<file path="config.mk">
export PLATFORM = sky130hd
export DESIGN_NAME = score_playback_sequencer
export DESIGN_NICKNAME = d
export VERILOG_FILES = /design/src/rtl/score_playback_sequencer_pkg.sv /design/src/rtl/score_playback_sequencer_arbiter.sv /design/src/rtl/score_playback_sequencer.sv
export SDC_FILE = /design/constraint.sdc
export NUM_CORES = 1
export LEC_CHECK = 0
export BUFFER_PORTS_ARGS = -buffer_cell sky130_fd_sc_hd__buf_2
export CORE_MARGIN = 5
export CORE_UTILIZATION = 30
export DETAILED_ROUTE_END_ITERATION = 6
export GPL_TIMING_DRIVEN = 0
export PLACE_DENSITY = 0.59
export SYNTH_ARGS = -nofsm -noshare
export SYNTH_HDL_FRONTEND = slang
export SYNTH_HIERARCHICAL = 1
export SYNTH_SLANG_ARGS = --single-unit
</file>
<file path="constraint.sdc">
create_clock -name clk_1ms -period 2.2 [get_ports clk_1ms]
set_input_delay 0.33 -clock clk_1ms [delete_from_list [all_inputs] [get_ports clk_1ms]]
set_output_delay 0.33 -clock clk_1ms [all_outputs]
set_load 0.03 [all_outputs]
</file>
<file path="src/rtl/score_playback_sequencer_pkg.sv">
// rtl/score_playback_sequencer_pkg.sv - shared state encoding and score ROM field layout
package score_playback_sequencer_pkg;

    typedef enum logic [2:0] {
        ST_IDLE      = 3'd0,
        ST_COUNTDOWN = 3'd1,
        ST_LOAD      = 3'd2,
        ST_PLAY      = 3'd3,
        ST_PAUSED    = 3'd4,
        ST_FINISHED  = 3'd5
    } seq_state_e;

    localparam int ROM_W    = 24;
    localparam int LEN_MSB  = 23;
    localparam int LEN_LSB  = 8;
    localparam int NOTE_MSB = 7;
    localparam int NOTE_LSB = 4;
    localparam int OCT_MSB  = 3;
    localparam int OCT_LSB  = 0;

    // A zero length entry terminates the score
    localparam logic [15:0] END_MARKER = 16'd0;

    function automatic logic [15:0] rom_len(input logic [ROM_W-1:0] entry);
        return entry[LEN_MSB:LEN_LSB];
    endfunction

    function automatic logic [3:0] rom_note(input logic [ROM_W-1:0] entry);
        return entry[NOTE_MSB:NOTE_LSB];
    endfunction

    function automatic logic [3:0] rom_oct(input logic [ROM_W-1:0] entry);
        return entry[OCT_MSB:OCT_LSB];
    endfunction

endpackage

</file>
<file path="src/rtl/score_playback_sequencer_arbiter.sv">
// rtl/score_playback_sequencer_arbiter.sv - score ROM port mux with low-priority preview reads
module score_rom_arbiter
    import score_playback_sequencer_pkg::*;
#(
    parameter int ADDR_W = 8
) (
    input  logic              clk_1ms,
    input  logic              rst,
    input  logic              load_cycle_i,
    input  logic [ADDR_W-1:0] note_pointer_i,
    input  logic              preview_req_i,
    input  logic [ADDR_W-1:0] preview_addr_i,
    input  logic [ROM_W-1:0]  rom_data_i,
    output logic [ADDR_W-1:0] rom_addr_o,
    output logic [ROM_W-1:0]  preview_data_o,
    output logic              preview_valid_o
);

    logic              grant;
    logic [ROM_W-1:0]  preview_data_q, preview_data_d;
    logic              preview_valid_q;

    // Playback fetches in LOAD win outright; the requester simply keeps req high
    assign grant      = preview_req_i && !load_cycle_i;
    assign rom_addr_o = grant ? preview_addr_i : note_pointer_i;

    always_comb begin
        preview_data_d = preview_data_q;
        if (grant) begin
            preview_data_d = rom_data_i;
        end
    end

    always_ff @(posedge clk_1ms) begin
        if (rst) begin
            preview_data_q  <= '0;
            preview_valid_q <= 1'b0;
        end else begin
            preview_data_q  <= preview_data_d;
            preview_valid_q <= grant;
        end
    end

    assign preview_data_o  = preview_data_q;
    assign preview_valid_o = preview_valid_q;

endmodule

</file>
<file path="src/rtl/score_playback_sequencer.sv">
// rtl/score_playback_sequencer.sv - score playback transport FSM and ROM port owner
module score_playback_sequencer
    import score_playback_sequencer_pkg::*;
#(
    parameter int ADDR_W       = 8,
    parameter int COUNTDOWN_MS = 3000
) (
    input  logic              clk_1ms,
    input  logic              rst,
    input  logic              play,
    input  logic              pause,
    input  logic              stop,
    input  logic              loop_en,
    output logic [ADDR_W-1:0] rom_addr,
    input  logic [ROM_W-1:0]  rom_data,
    output logic [2:0]        state,
    output logic [ADDR_W-1:0] note_pointer,
    output logic [3:0]        cur_note,
    output logic [3:0]        cur_octave,
    output logic [15:0]       remaining,
    output logic [11:0]       countdown,
    output logic              note_on,
    output logic              song_done,
    input  logic              preview_req,
    input  logic [ADDR_W-1:0] preview_addr,
    output logic [ROM_W-1:0]  preview_data,
    output logic              preview_valid
);

    localparam logic [11:0] CD_START = 12'(COUNTDOWN_MS - 1);

    seq_state_e        state_q, state_d;
    logic [ADDR_W-1:0] ptr_q, ptr_d;
    logic [3:0]        note_q, note_d;
    logic [3:0]        oct_q, oct_d;
    logic [15:0]       rem_q, rem_d;
    logic [11:0]       cd_q, cd_d;
    logic              done_q, done_d;
    logic [15:0]       load_len;

    // In LOAD the arbiter guarantees rom_data is the entry at note_pointer
    assign load_len = rom_len(rom_data);

    always_comb begin
        state_d = state_q;
        ptr_d   = ptr_q;
        note_d  = note_q;
        oct_d   = oct_q;
        rem_d   = rem_q;
        cd_d    = cd_q;
        done_d  = 1'b0;
        if (stop) begin
            state_d = ST_IDLE;
            ptr_d   = '0;
        end else begin
            unique case (state_q)
                ST_IDLE: begin
                    if (play) begin
                        state_d = ST_COUNTDOWN;
                        cd_d    = CD_START;
                    end
                end
                ST_COUNTDOWN: begin
                    if (cd_q == 12'd0) begin
                        state_d = ST_LOAD;
                    end else begin
                        cd_d = cd_q - 12'd1;
                    end
                end
                ST_LOAD: begin
                    if (load_len == END_MARKER) begin
                        if (loop_en) begin
                            ptr_d = '0;
                        end else begin
                            state_d = ST_FINISHED;
                            done_d  = 1'b1;
                        end
                    end else begin
                        note_d  = rom_note(rom_data);
                        oct_d   = rom_oct(rom_data);
                        rem_d   = load_len;
                        state_d = ST_PLAY;
                    end
                end
                ST_PLAY: begin
                    // Pausing suppresses this cycle's decrement
                    if (pause) begin
                        state_d = ST_PAUSED;
                    end else begin
                        rem_d = rem_q - 16'd1;
                        if (rem_q == 16'd1) begin
                            ptr_d   = ptr_q + ADDR_W'(1);
                            state_d = ST_LOAD;
                        end
                    end
                end
                ST_PAUSED: begin
                    if (play || pause) begin
                        state_d = ST_PLAY;
                    end
                end
                ST_FINISHED: begin
                    if (play) begin
                        state_d = ST_COUNTDOWN;
                        cd_d    = CD_START;
                        ptr_d   = '0;
                    end
                end
                default: begin
                    state_d = ST_IDLE;
                end
            endcase
        end
    end

    always_ff @(posedge clk_1ms) begin
        if (rst) begin
            state_q <= ST_IDLE;
            ptr_q   <= '0;
            note_q  <= 4'd0;
            oct_q   <= 4'd0;
            rem_q   <= 16'd0;
            cd_q    <= 12'd0;
            done_q  <= 1'b0;
        end else begin
            state_q <= state_d;
            ptr_q   <= ptr_d;
            note_q  <= note_d;
            oct_q   <= oct_d;
            rem_q   <= rem_d;
            cd_q    <= cd_d;
            done_q  <= done_d;
        end
    end

    score_rom_arbiter #(
        .ADDR_W(ADDR_W)
    ) u_arbiter (
        .clk_1ms        (clk_1ms),
        .rst            (rst),
        .load_cycle_i   (state_q == ST_LOAD),
        .note_pointer_i (ptr_q),
        .preview_req_i  (preview_req),
        .preview_addr_i (preview_addr),
        .rom_data_i     (rom_data),
        .rom_addr_o     (rom_addr),
        .preview_data_o (preview_data),
        .preview_valid_o(preview_valid)
    );

    assign state        = state_q;
    assign note_pointer = ptr_q;
    assign cur_note     = note_q;
    assign cur_octave   = oct_q;
    assign remaining    = rem_q;
    assign countdown    = cd_q;
    assign note_on      = (state_q == ST_PLAY) && (note_q != 4'd0);
    assign song_done    = done_q;

endmodule

</file>
==> insert_results.sql, run 1 <==
INSERT INTO impl_metrics (metric_group, metric, value, unit) VALUES
('run_status', 'run_status', 'complete, no violations', ''),
('sta', 'worst_pin_slew', '0.589', 'ns'),
('critical_path', 'crit_path_max_incr_delay', '0.39', 'ns'),
('sta', 'final-max-slew-violation-count', '0', ''),
('die', 'vertical_extent_of_the_die', '127', 'µm'),
('pwr', 'power.share.clock', '0.415', ''),
('final_layout', 'antenna_diode_count', '0', ''),
('pwr', 'total_power', '3.90', 'mW'),
('sta', 'finClkSkew', '0.00685', 'ns'),
('global_routing', 'antenna_found_initial', '1', ''),
('die', 'die-area', '0.0162', 'mm²'),
('critical_path', 'critical_path_class', 'reg2out', ''),
('global_routing', 'grt_pass1_wl', '21600', 'µm'),
('pwr', 'power.sequential.fraction', '0.373', ''),
('sta', 'finalSetupViolCount', '0', ''),
('global_routing', 'grt_start_max_net_pins', '15', ''),
('global_routing', 'track_usage', '0.166', ''),
('cts', 'clk_path_buf_depth', '2', ''),
('critical_path', 'cp_cell_sequence', 'or3_4, clkinv_4, nor2b_4, buf_12, mux2_4, buf_6', ''),
('pwr', 'worst_ir_drop_vdd', '0.000390', 'V'),
('routing', 'drc', '0', ''),
('die', 'rows', '42', ''),
('sta', 'min_period', '2.16', 'ns'),
('placement', 'post-place-ws', '-0.0706', 'ns'),
('job', 'drv.max_cap_violation_count', '0', ''),
('critical_path', 'crit_slowest_cell', 'sky130_fd_sc_hd__or3_4', ''),
('logic_synthesis', 'synth_area_leaders', 'sky130_fd_sc_hd__dfxtp_1 36%, sky130_fd_sc_hd__nand4bb_1 6.6%, sky130_fd_sc_hd__o21ai_0 5.2%, sky130_fd_sc_hd__nand2b_1 4.4%, sky130_fd_sc_hd__nand2_1 4.2%', ''),
('logic_synthesis', 'synthDominantAreaCellType', 'sky130_fd_sc_hd__dfxtp_1', ''),
('cts', 'cts_buffers', '9', ''),
('routing', 'viasPerCell', '5.26', ''),
('routing', 'drt_first_iter_violations', '255', ''),
('sta', 'finalCritPeriodShare', '0.982', ''),
('final_layout', 'drive_gt1_frac', '0.335', ''),
('routing', 'vias', '4189', ''),
('sta', 'grt_setup_unrepaired', 'true', ''),
('cts', 'clock_tree.htree_level_count', '3', ''),
('critical_path', 'cp-start-kind', 'flip-flop', ''),
('logic_synthesis', 'yosysWarningCount', '6', ''),
('critical_path', 'timing.critical_path.arrival', '1.83', 'ns'),
('logic_synthesis', 'post_synth_num_cell_types', '65', ''),
('routing', 'postRouteWirelength', '13400', 'µm'),
('logic_synthesis', 'synth_top_flop_cell', 'sky130_fd_sc_hd__dfxtp_1', ''),
('routing', 'drt_pre_antenna_iters', '4', ''),
('pwr', 'combPwrFrac', '0.212', ''),
('logic_synthesis', 'post_synth_instance_area', '0.00412', 'mm²'),
('global_routing', 'globalRouteOverflowTotal', '0', ''),
('final_layout', 'design.final.nets', '660', ''),
('cts', 'clock_sinks', '73', ''),
('sta', 'slew_headroom', '0.604', ''),
('final_layout', 'final.fill_count', '1359', ''),
('pwr', 'power_density', '712', 'mW/mm²'),
('cts', 'cts-root-buf', 'sky130_fd_sc_hd__clkbuf_16', ''),
('sta', 'timing.final.ws_setup', '0.0400', 'ns'),
('cts', 'clk_pin_slew_worst_paths', '0.06', 'ns'),
('routing', 'route.detailed.wl_per_inst', '16.8', 'µm'),
('critical_path', 'crit_required', '1.87', 'ns'),
('pwr', 'internal-power', '2.74', 'mW'),
('die', 'fp.dieW', '127', 'µm'),
('pwr', 'switching_power', '1.17', 'mW'),
('die', 'core_area', '0.0133', 'mm²'),
('logic_synthesis', 'synth_edf_count', '0', ''),
('cts', 'clkLatencyLatePin', '0.34', 'ns'),
('final_layout', 'synthToLayoutAreaGrowth', '33.2', '%'),
('logic_synthesis', 'synth_sequential_area_ratio', '0.355', ''),
('sta', 'endpoints_failing_hold', '0', ''),
('hold_path', 'worst_hold_path_type', 'in2reg', ''),
('logic_synthesis', 'synth_top_cell_area_share', '0.355', ''),
('placement', 'dp_hpwl', '10200', 'µm'),
('die', 'initial_utilization', '0.308', ''),
('logic_synthesis', 'fraction_of_registers_with_async_set_reset', '0', ''),
('cts', 'tritoncts', 'done', '');
==> cell type report <==
type | count | area (µm²) | share of cell area
well taps | 176 | 220 | 0.0402
plain buffers | 26 | 159 | 0.0290
flip-flops and latches | 73 | 1480 | 0.269
repair buffers | 138 | 790 | 0.144
clock buffers | 10 | 239 | 0.0436
inverters | 7 | 31.3 | 0.00570
multi-input cells | 361 | 2480 | 0.452
clock inverters | 6 | 90.1 | 0.0164
==> per-layer routing <==
layer  GRT usage  vias up  wire length (µm)
met2       0.274      131              6350
met1       0.199     1992              5750
met4      0.0656        2               225
met5           0        -                13
met3      0.0543       18              1070
li1            -     2046                 -
==> power by group through the flow <==
stage	clock, mW	sequential [mW]	combinational [mW]
2_1_floorplan	0	1.61	0.403
3_3_place_gp	0	1.48	0.765
3_5_place_dp	0	1.48	0.774
4_1_cts	1.66	1.45	0.820
5_1_grt	1.73	1.46	0.896
6_report	1.62	1.45	0.827
==> sequential cells by signal, indices dropped and copies added (netlist names) <==
name                       count
countdown                     12
cur_note                       4
cur_octave                     4
note_pointer                   8
remaining                     16
song_done                      1
state                          3
u_arbiter/preview_data_o      24
u_arbiter/preview_valid_o      1
==> cells in the mapped netlist, drive strengths merged, types with 8 or more instances <==
master	count
a21oi	24
a31oi	8
buf	11
clkbuf	22
dfxtp	73
mux2	9
mux2i	11
nand2	46
nand2b	30
nand3	9
nand4bb	24
nor2	35
nor4	10
o21ai	52
o31ai	9
or3	8
or4	9
==> critical path, delay by kind of cell (launching register included) <==
family                 cells  cell delay [ns]
muxes                      1             0.29
buffers and inverters      3             0.36
DFF                        1             0.38
and+or+nand+nor            2             0.45
==> layout by cell type, fill, tap and decap left out, types with 6 or more instances in the layout <==
cell	synthesis	layout
sky130_fd_sc_hd__o21ai_0	43	42
sky130_fd_sc_hd__o21ai_1	9	9
sky130_fd_sc_hd__nand4bb_1	24	24
sky130_fd_sc_hd__buf_4	2	18
sky130_fd_sc_hd__nor4_1	9	8
sky130_fd_sc_hd__mux2i_1	11	11
sky130_fd_sc_hd__or3_1	8	7
sky130_fd_sc_hd__or4_1	8	8
sky130_fd_sc_hd__clkbuf_16	0	9
sky130_fd_sc_hd__clkbuf_1	17	13
sky130_fd_sc_hd__nand2_1	46	46
sky130_fd_sc_hd__buf_6	3	9
sky130_fd_sc_hd__nor2_1	35	35
sky130_fd_sc_hd__a21oi_1	24	24
sky130_fd_sc_hd__nor3_1	6	6
sky130_fd_sc_hd__buf_2	4	115
sky130_fd_sc_hd__o31ai_1	9	8
sky130_fd_sc_hd__nand3_1	9	9
sky130_fd_sc_hd__nand2b_1	29	29
sky130_fd_sc_hd__a31oi_1	8	8
sky130_fd_sc_hd__dfxtp_1	73	68
==> final timing paths <==
kind | startpoint | to | slack, ns | cells after the start
max reg2reg | state[1] | remaining[12] | 0.11 | 6
max | state[2] | rom_addr[3] | 0.04 | 6
min | rom_data[1] | cur_octave[1] | 0.25 | 3
min reg2reg | u_arbiter/preview_data_o[19] | u_arbiter/preview_data_o[19] | 0.47 | 2
==> repair_timing <==
item	CTS	global route
endpoints found under the hold margin	0	0
gates resized for setup	28	17
setup endpoints to repair	26	36
hold buffers	0	0
buffers inserted	12	6
pin swaps	3	7
==> through the flow <==
stage | std cells | cell area (µm²) | utilization | TNS (ns) | hold WS, ns
floorplan | 474 | 4120 | - | 0 | 0.474
global placement | 770 | 4940 | 0.370 | -0.439 | 0.454
detailed placement | 770 | 4940 | 0.370 | -0.755 | 0.461
CTS | 795 | 5420 | 0.406 | -1.12 | 0.247
global route | 797 | 5480 | 0.411 | -0.0429 | 0.266
finish | 797 | 5480 | 0.411 | 0 | 0.254
==> logic make-up (layout without fill, tap and decap cells) <==
family	after synthesis	in the layout	share of synthesized area
simple gates	206	206	0.309
buf+inv	40	187	0.0577
mux	20	20	0.0559
fa+ha+maj	5	5	0.0152
flops	73	73	0.355
compound gates	130	130	0.207
Power figures use the tool's default switching activity.
==> run 2, diff against run 1 <==
--- a/config.mk
+++ b/config.mk
@@ -5,6 +5,7 @@
 export SDC_FILE = /design/constraint.sdc
 export NUM_CORES = 1
 export LEC_CHECK = 0
+export ABC_AREA = 1
 export BUFFER_PORTS_ARGS = -buffer_cell sky130_fd_sc_hd__buf_2
 export CORE_MARGIN = 5
 export CORE_UTILIZATION = 30
==> run 2 against run 1 <==
  * Power grew 7.0%
  * Register-to-register slack gained 0.24 ns
  * Largest cell class unchanged
  * Highest routed layer is now met4
  * Clock power shrank 11%
  * Critical endpoint is now note_on
  * Count of clock-buffer cells in the layout grew 1
  * First-iteration DRC count shrank 22%
==> insert_results.sql, run 2 <==
INSERT INTO impl_metrics (metric_group, metric, value, unit) VALUES
('run_status', 'run_status', 'complete, no violations', ''),
('die', 'vertical_extent_of_the_die', '130', 'µm'),
('logic_synthesis', 'synth.ff_latch_count', '73', ''),
('routing', 'drtAntennaViolNets', '0', ''),
('global_routing', 'grt_pass1_wl', '20500', 'µm'),
('die', 'num_io_pins', '121', ''),
('final_layout', 'design.final.nets', '870', ''),
('routing', 'viasPerCell', '4.58', ''),
('placement', 'place_congestion', '0.818', ''),
('cts', 'clkLatencyLatePin', '0.34', 'ns'),
('critical_path', 'critical_path_class', 'reg2out', ''),
('cts', 'cts-root-buf', 'sky130_fd_sc_hd__clkbuf_16', ''),
('critical_path', 'timing.critical_path.arrival', '1.80', 'ns'),
('cts', 'tritoncts', 'done', ''),
('pwr', 'worst_ir_drop_vdd', '0.000365', 'V'),
('logic_synthesis', 'synth_commonest_cells', '199 x sky130_fd_sc_hd__nand2_1, 131 x sky130_fd_sc_hd__nor2_1, 75 x sky130_fd_sc_hd__inv_1', ''),
('logic_synthesis', 'post_synth_xor_area_fraction', '0.0182', ''),
('logic_synthesis', 'synth.mux.area_fraction', '0', ''),
('final_layout', 'fin_area', '0.00547', 'mm²'),
('logic_synthesis', 'synth_top_cell_area_share', '0.337', ''),
('logic_synthesis', 'post_synth_num_cell_types', '34', ''),
('routing', 'postRouteWirelength', '13100', 'µm'),
('hold_path', 'worst_hold_path_type', 'in2reg', ''),
('routing', 'vias', '4645', ''),
('logic_synthesis', 'synthMostInstantiatedCell', 'sky130_fd_sc_hd__nand2_1', ''),
('logic_synthesis', 'synth_edf_count', '0', ''),
('global_routing', 'grt_start_max_net_pins', '14', ''),
('critical_path', 'crit_path_max_incr_delay', '0.33', 'ns'),
('cts', 'cts_buffers', '9', ''),
('sta', 'timing.final.ws_setup', '0.0736', 'ns'),
('logic_synthesis', 'synth_area_leaders', 'sky130_fd_sc_hd__dfxtp_1 34%, sky130_fd_sc_hd__nand2_1 17%, sky130_fd_sc_hd__nor2_1 11%, sky130_fd_sc_hd__nand3_1 6.7%, sky130_fd_sc_hd__inv_1 6.5%', ''),
('sta', 'min_period', '2.13', 'ns'),
('final_layout', 'multi_input_area', '0.00239', 'mm²'),
('cts', 'clock_tree.htree_level_count', '3', ''),
('global_routing', 'number_of_global_route_vias_before_repair', '4177', ''),
('logic_synthesis', 'synthAdderAreaFrac', '0.0144', ''),
('final_layout', 'synthToLayoutAreaGrowth', '26.2', '%'),
('cts', 'clk_pin_slew_worst_paths', '0.06', 'ns'),
('final_layout', 'layout.cells.most_common', 'sky130_fd_sc_hd__nand2_1', ''),
('placement', 'post_dp_cell_area', '0.00516', 'mm²'),
('final_layout', 'antenna_diode_count', '0', ''),
('routing', 'drt_first_iter_violations', '200', ''),
('pwr', 'power_density', '764', 'mW/mm²'),
('logic_synthesis', 'synth_top_family_by_area', 'simple AND/OR/NAND/NOR gates', ''),
('final_layout', 'final.fill_count', '1613', ''),
('sta', 'finalCritPeriodShare', '0.967', ''),
('sta', 'finalSetupViolCount', '0', ''),
('logic_synthesis', 'compound_gate_fraction_of_synth_area', '0.103', ''),
('critical_path', 'crit_slowest_cell', 'sky130_fd_sc_hd__dfxtp_1', ''),
('logic_synthesis', 'post_synth.cell_area_avg', '6.24', 'µm²'),
('critical_path', 'cp-start-kind', 'flip-flop', ''),
('routing', 'drt_pre_antenna_iters', '4', ''),
('cts', 'clk_path_buf_depth', '2', ''),
('sta', 'fmaxAchievable', '470', 'MHz'),
('logic_synthesis', 'fraction_of_registers_with_async_set_reset', '0', ''),
('routing', 'drc', '0', ''),
('sta', 'endpoints_failing_hold', '0', ''),
('logic_synthesis', 'synthDominantAreaCellType', 'sky130_fd_sc_hd__dfxtp_1', ''),
('routing', 'route.detailed.wl_per_inst', '12.9', 'µm'),
('final_layout', 'finalNonFillerCells', '1015', ''),
('global_routing', 'track_usage', '0.154', ''),
('sta', 'fin_worst_hold_slack', '0.219', 'ns'),
('logic_synthesis', 'post_synth_instance_area', '0.00433', 'mm²'),
('sta', 'slew_headroom', '0.613', ''),
('final_layout', 'number_of_flip_flops_in_the_largest_register', '24', ''),
('die', 'rows', '44', ''),
('critical_path', 'cp_cell_sequence', 'inv_1, nand2_4, nor2_4, buf_4, o41ai_1, inv_1, buf_2', ''),
('sta', 'finClkSkew', '0.00678', 'ns'),
('critical_path', 'worstPathMaxFanout', '10', ''),
('die', 'die-area', '0.0169', 'mm²'),
('critical_path', 'critPathTopFamily', 'buffers and inverters', ''),
('critical_path', 'cp-end-kind', 'output pin', ''),
('critical_path', 'crit_required', '1.87', 'ns'),
('final_layout', 'drive_gt1_frac', '0.223', ''),
('sta', 'grt_setup_unrepaired', 'true', ''),
('job', 'drv.max_cap_violation_count', '0', ''),
('final_layout', 'fin_util', '0.380', ''),
('logic_synthesis', 'synth_sequential_area_ratio', '0.337', ''),
('pwr', 'leakagePower', '2.81', 'nW'),
('placement', 'dp_hpwl', '10200', 'µm'),
('sta', 'final-max-slew-violation-count', '0', ''),
('critical_path', 'worst-path-buf-inv', '4', ''),
('cts', 'clock_sinks', '73', ''),
('global_routing', 'globalRouteOverflowTotal', '0', ''),
('placement', 'io_buffer_count', '119', ''),
('logic_synthesis', 'synthCells', '694', ''),
('placement', 'post-place-ws', '0.327', 'ns'),
('global_routing', 'antenna_found_initial', '0', ''),
('final_layout', 'commonest_cells_after_routing_fill_and_taps_aside', '199 x sky130_fd_sc_hd__nand2_1, 131 x sky130_fd_sc_hd__nor2_1, 123 x sky130_fd_sc_hd__buf_2', ''),
('die', 'initial_utilization', '0.301', ''),
('logic_synthesis', 'synth_simple_gate_area_frac', '0.417', ''),
('sta', 'worst_pin_slew', '0.581', 'ns'),
('logic_synthesis', 'yosysWarningCount', '6', ''),
('logic_synthesis', 'synth.net_count', '738', ''),
('placement', 'place_inst', '997', ''),
('critical_path', 'crit_top_cell', 'sky130_fd_sc_hd__inv_1', ''),
('die', 'fp.dieW', '130', 'µm'),
('final_layout', 'seqCellArea', '0.00146', 'mm²'),
('logic_synthesis', 'synth_top_flop_cell', 'sky130_fd_sc_hd__dfxtp_1', ''),
('die', 'core_area', '0.0144', 'mm²');
## run 2: cell count changes after synthesis, moves of 24 or more
cell                        before  now
sky130_fd_sc_hd__nor2_1         35  131
sky130_fd_sc_hd__nand3_1         9   58
sky130_fd_sc_hd__inv_1           6   75
sky130_fd_sc_hd__nand2_1        46  199
sky130_fd_sc_hd__nand4bb_1      24    0
sky130_fd_sc_hd__nand2b_1       29    0
## run 2: where the power goes
part / total (mW) / internal (mW) / switching [mW] / leakage, nW
sequential: 1.51 / 1.42 / 0.0877 / 0.598
combinational: 1.23 / 0.409 / 0.819 / 2.07
clock: 1.44 / 0.831 / 0.609 / 0.142
## run 2: worst paths after layout
| path | from | end | slack (ns) | cells past startpoint |
|---|---|---|---|---|
| setup / recovery | state[2] | note_on | 0.07 | 7 |
| hold / removal | loop_en | song_done | 0.22 | 2 |
| setup reg to reg | state[2] | remaining[4] | 0.35 | 9 |
| hold reg to reg | cur_octave[1] | cur_octave[1] | 0.44 | 2 |
## run 2: repair_timing
action / in CTS / in global routing
hold endpoints to repair: 0 / 0
pin swaps: 0 / 1
setup endpoints to repair: 1 / 9
hold buffers: 0 / 0
gates cloned: 0 / 0
setup buffers: 0 / 2
resized for setup: 1 / 1
## run 2: logic make-up after synthesis
kind of cell / Yosys count
fa+ha+maj: 5
xor+xnor: 9
compound gates: 80
buf+inv: 103
simple gates: 424
flops: 73
## run 2: layout make-up
class | instances | share of cell area
Multi-Input combinational cell | 518 | 0.438
Inverter | 81 | 0.0556
Timing Repair Buffer | 121 | 0.112
Sequential cell | 73 | 0.268
Buffer | 22 | 0.0318
Clock inverter | 5 | 0.00710
Clock buffer | 11 | 0.0462
Tap cell | 184 | 0.0421
## run 2: per-layer routing
layer / vias up / share of wire / GRT usage
met5: - / 0 / 0
met4: 0 / 0.017 / 0.0556
met3: 14 / 0.058 / 0.0356
met2: 115 / 0.48 / 0.256
met1: 2067 / 0.45 / 0.194
li1: 2449 / - / -
## run 2: through the flow
step                setup TNS [ns]  power (mW)
global route               -0.0222        4.45
CTS                              0        4.23
floorplan                        0        2.44
detailed placement               0        2.76
finish                           0        4.17
global placement                 0        2.76
==> run 3, diff against run 2 <==
--- a/config.mk
+++ b/config.mk
@@ -14,5 +14,4 @@
 export PLACE_DENSITY = 0.59
 export SYNTH_ARGS = -nofsm -noshare
 export SYNTH_HDL_FRONTEND = slang
-export SYNTH_HIERARCHICAL = 1
 export SYNTH_SLANG_ARGS = --single-unit
==> constraint.sdc (replaced) <==
create_clock -name clk_1ms -period 2.2 [get_ports clk_1ms]
set_input_delay 0.11 -clock clk_1ms [delete_from_list [all_inputs] [get_ports clk_1ms]]
set_output_delay 0.11 -clock clk_1ms [all_outputs]
set_load 0.03 [all_outputs]
==> run 3 against run 2 <==
  * Flip-flop and latch count is the same
  * Area after synthesis decreased by 5.7%
  * Critical path depth grew 2
  * Fmax grew 4.4%
  * Sequential share of layout area is 1.3 points higher
  * Power shrank 2.4%
  * Clock skew fell by 0.00093 ns
  * First-iteration DRC count is 28% higher
  * Setup slack better by 0.089 ns
  * Clock power decreased by 5%
  * Critical endpoint is now rom_addr[5]
==> insert_results.sql, run 3 <==
INSERT INTO impl_metrics (metric_group, metric, value, unit) VALUES
('logic_synthesis', 'synth_top_flop_cell', 'sky130_fd_sc_hd__dfxtp_1', ''),
('job', 'drv.max_cap_violation_count', '0', ''),
('pwr', 'combPwrFrac', '0.293', ''),
('cts', 'clk_pin_slew_worst_paths', '0.06', 'ns'),
('die', 'fp.dieW', '127', 'µm'),
('critical_path', 'worstPathMaxFanout', '10', ''),
('pwr', 'power_density', '781', 'mW/mm²'),
('logic_synthesis', 'synth_commonest_cells', '157 x sky130_fd_sc_hd__nand2_1, 133 x sky130_fd_sc_hd__nor2_1, 73 x sky130_fd_sc_hd__dfxtp_1', ''),
('final_layout', 'drive_gt1_frac', '0.228', ''),
('routing', 'route.detailed.wl_per_inst', '14.1', 'µm'),
('routing', 'drt_pre_antenna_iters', '4', ''),
('critical_path', 'worst-r2r-setup-slack', '0.42', 'ns'),
('logic_synthesis', 'synth_edf_count', '0', ''),
('sta', 'worst_pin_slew', '0.644', 'ns'),
('hold_path', 'worst_hold_path_type', 'in2reg', ''),
('die', 'vertical_extent_of_the_die', '127', 'µm'),
('routing', 'drt_first_iter_violations', '255', ''),
('cts', 'cts-root-buf', 'sky130_fd_sc_hd__clkbuf_16', ''),
('cts', 'clk_path_buf_depth', '2', ''),
('logic_synthesis', 'synth_top_cell_area_share', '0.358', ''),
('global_routing', 'antenna_found_initial', '1', ''),
('pwr', 'worst_ir_drop_vdd', '0.000529', 'V'),
('routing', 'vias', '4417', ''),
('routing', 'drc', '0', ''),
('global_routing', 'grt_pass1_wl', '21200', 'µm'),
('logic_synthesis', 'post_synth_num_cell_types', '34', ''),
('sta', 'finalCritPeriodShare', '0.926', ''),
('die', 'core_area', '0.0133', 'mm²'),
('cts', 'cts_buffers', '9', ''),
('critical_path', 'timing.critical_path.arrival', '1.93', 'ns'),
('logic_synthesis', 'synthMostInstantiatedCell', 'sky130_fd_sc_hd__nand2_1', ''),
('die', 'die-area', '0.0161', 'mm²'),
('logic_synthesis', 'synth.net_count', '684', ''),
('critical_path', 'cp-end-kind', 'output pin', ''),
('final_layout', 'fin_area', '0.00522', 'mm²'),
('sta', 'fmaxAchievable', '491', 'MHz'),
('sta', 'slew_headroom', '0.571', ''),
('placement', 'place_congestion', '0.896', ''),
('pwr', 'leakagePower', '2.53', 'nW'),
('routing', 'postRouteWirelength', '13500', 'µm'),
('cts', 'tritoncts', 'done', ''),
('pwr', 'power.sequential.fraction', '0.371', ''),
('final_layout', 'antenna_diode_count', '0', ''),
('die', 'rows', '42', ''),
('sta', 'min_period', '2.04', 'ns'),
('placement', 'dp_hpwl', '10400', 'µm'),
('pwr', 'switching_power', '1.50', 'mW'),
('logic_synthesis', 'synthDominantAreaCellType', 'sky130_fd_sc_hd__dfxtp_1', ''),
('global_routing', 'number_of_global_route_vias_before_repair', '4105', ''),
('cts', 'clock_sinks', '73', ''),
('final_layout', 'layout.cells.most_common', 'sky130_fd_sc_hd__nand2_1', ''),
('logic_synthesis', 'synth_sequential_area_ratio', '0.358', ''),
('final_layout', 'commonest_cells_after_routing_fill_and_taps_aside', '157 x sky130_fd_sc_hd__nand2_1, 133 x sky130_fd_sc_hd__nor2_1, 123 x sky130_fd_sc_hd__buf_2', ''),
('pwr', 'power.share.clock', '0.336', ''),
('die', 'num_io_pins', '121', ''),
('pwr', 'sw_frac_of_total', '0.369', ''),
('pwr', 'internal-power', '2.57', 'mW'),
('final_layout', 'number_of_flip_flops_in_the_largest_register', '24', ''),
('sta', 'finalSetupViolCount', '0', ''),
('cts', 'clock_tree.htree_level_count', '3', ''),
('logic_synthesis', 'synth_area_leaders', 'sky130_fd_sc_hd__dfxtp_1 36%, sky130_fd_sc_hd__nand2_1 14%, sky130_fd_sc_hd__nor2_1 12%, sky130_fd_sc_hd__o21ai_0 8.0%, sky130_fd_sc_hd__inv_1 5.1%', ''),
('logic_synthesis', 'synth.ff_latch_count', '73', ''),
('critical_path', 'critical_path_class', 'reg2out', ''),
('logic_synthesis', 'fraction_of_registers_with_async_set_reset', '0', ''),
('critical_path', 'crit_required', '2.09', 'ns'),
('global_routing', 'globalRouteOverflowTotal', '0', ''),
('placement', 'io_buffer_count', '120', ''),
('final_layout', 'final.fill_count', '1485', ''),
('logic_synthesis', 'post_synth_instance_area', '0.00409', 'mm²'),
('routing', 'viasPerCell', '4.63', ''),
('logic_synthesis', 'yosysWarningCount', '0', ''),
('final_layout', 'synthToLayoutAreaGrowth', '27.8', '%'),
('sta', 'finClkSkew', '0.00585', 'ns'),
('routing', 'drtAntennaViolNets', '0', ''),
('sta', 'fin_setup_tns', '0', 'ns'),
('critical_path', 'cp-start-kind', 'flip-flop', ''),
('sta', 'endpoints_failing_hold', '0', ''),
('die', 'initial_utilization', '0.307', ''),
('sta', 'final-max-slew-violation-count', '0', ''),
('logic_synthesis', 'synthCells', '640', ''),
('placement', 'post_dp_cell_area', '0.00491', 'mm²'),
('logic_synthesis', 'post_synth.cell_area_avg', '6.38', 'µm²'),
('global_routing', 'track_usage', '0.164', ''),
('cts', 'clkLatencyLatePin', '0.34', 'ns'),
('run_status', 'run_status', 'complete, no violations', ''),
('global_routing', 'grt_start_max_net_pins', '14', ''),
('final_layout', 'design.final.nets', '818', '');
## run 3: worst max-delay path: stages, from the launching register on
cell and delay (ns):
sky130_fd_sc_hd__dfxtp_1 0.35, sky130_fd_sc_hd__inv_2 0.14, sky130_fd_sc_hd__nand2_4 0.10, sky130_fd_sc_hd__nor2_4 0.14, sky130_fd_sc_hd__inv_1 0.07, sky130_fd_sc_hd__nand2_2 0.13
sky130_fd_sc_hd__inv_1 0.09, sky130_fd_sc_hd__buf_2 0.19, sky130_fd_sc_hd__o21ai_0 0.15, sky130_fd_sc_hd__buf_2 0.22
## run 3: cell families (layout without fill, tap and decap cells)
logic type	Yosys count	count (layout)	share of synthesized area
AO/OA/AOI/OAI	113	113	0.149
buffers and inverters	82	221	0.0888
AND/OR/NAND/NOR	359	359	0.372
flip-flops	73	73	0.358
XOR/XNOR	8	8	0.0172
adder cells (fa/ha/maj)	5	5	0.0153
## run 3: area by class of cell
type / count / area (µm²) / area share
Timing Repair Buffer: 123 / 633 / 0.121
Inverter: 61 / 234 / 0.0448
Clock buffer: 10 / 229 / 0.0439
Clock inverter: 6 / 43.8 / 0.00839
Tap cell: 176 / 220 / 0.0422
Multi-Input combinational cell: 485 / 2270 / 0.434
Sequential cell: 73 / 1460 / 0.280
Buffer: 21 / 131 / 0.0252
## run 3: power groups by stage
stage | clock network, mW | registers (mW) | logic (mW)
finish | 1.37 | 1.51 | 1.19
global route | 1.47 | 1.53 | 1.33
CTS | 1.42 | 1.51 | 1.19
detailed placement | 0 | 1.54 | 1.18
global placement | 0 | 1.54 | 1.18
floorplan | 0 | 1.71 | 0.677
## run 3: final timing paths
check             depth (start not counted)          start                          end
hold reg to reg                           2  cur_octave[1]                cur_octave[1]
setup / recovery                          9       state[2]                  rom_addr[5]
setup reg to reg                          8  remaining[10]              note_pointer[0]
hold / removal                            3    rom_data[1]  u_arbiter.preview_data_o[1]
## run 3: per-stage QoR
stage          worst slack, ns  total power [mW]  instances  utilization  hold WS, ns
2_1_floorplan           0.0892              2.39        640            -        0.189
5_1_grt               -0.00501              4.33        955        0.393       0.0629
3_3_place_gp             0.353              2.72        936        0.369        0.314
6_report                 0.163              4.08        955        0.393       0.0369
4_1_cts                 0.0269              4.12        953        0.390       0.0287
3_5_place_dp             0.341              2.72        936        0.369        0.316
## run 3: timing repair
action | in CTS | in global routing
setup endpoints to repair | 5 | 8
setup buffers | 0 | 2
pin swaps | 0 | 1
gates resized for setup | 1 | 6
hold buffers | 1 | 0
hold endpoints to repair | 1 | 0
## run 3: metal layers
layer  global-route usage  routed length [µm]  vias up
li1                     -                   -     2315
met1                0.214                6300     1986
met2                0.262                6180       95
met3               0.0450                 741       19
met4               0.0587                 275        2
met5                    0                   7        -
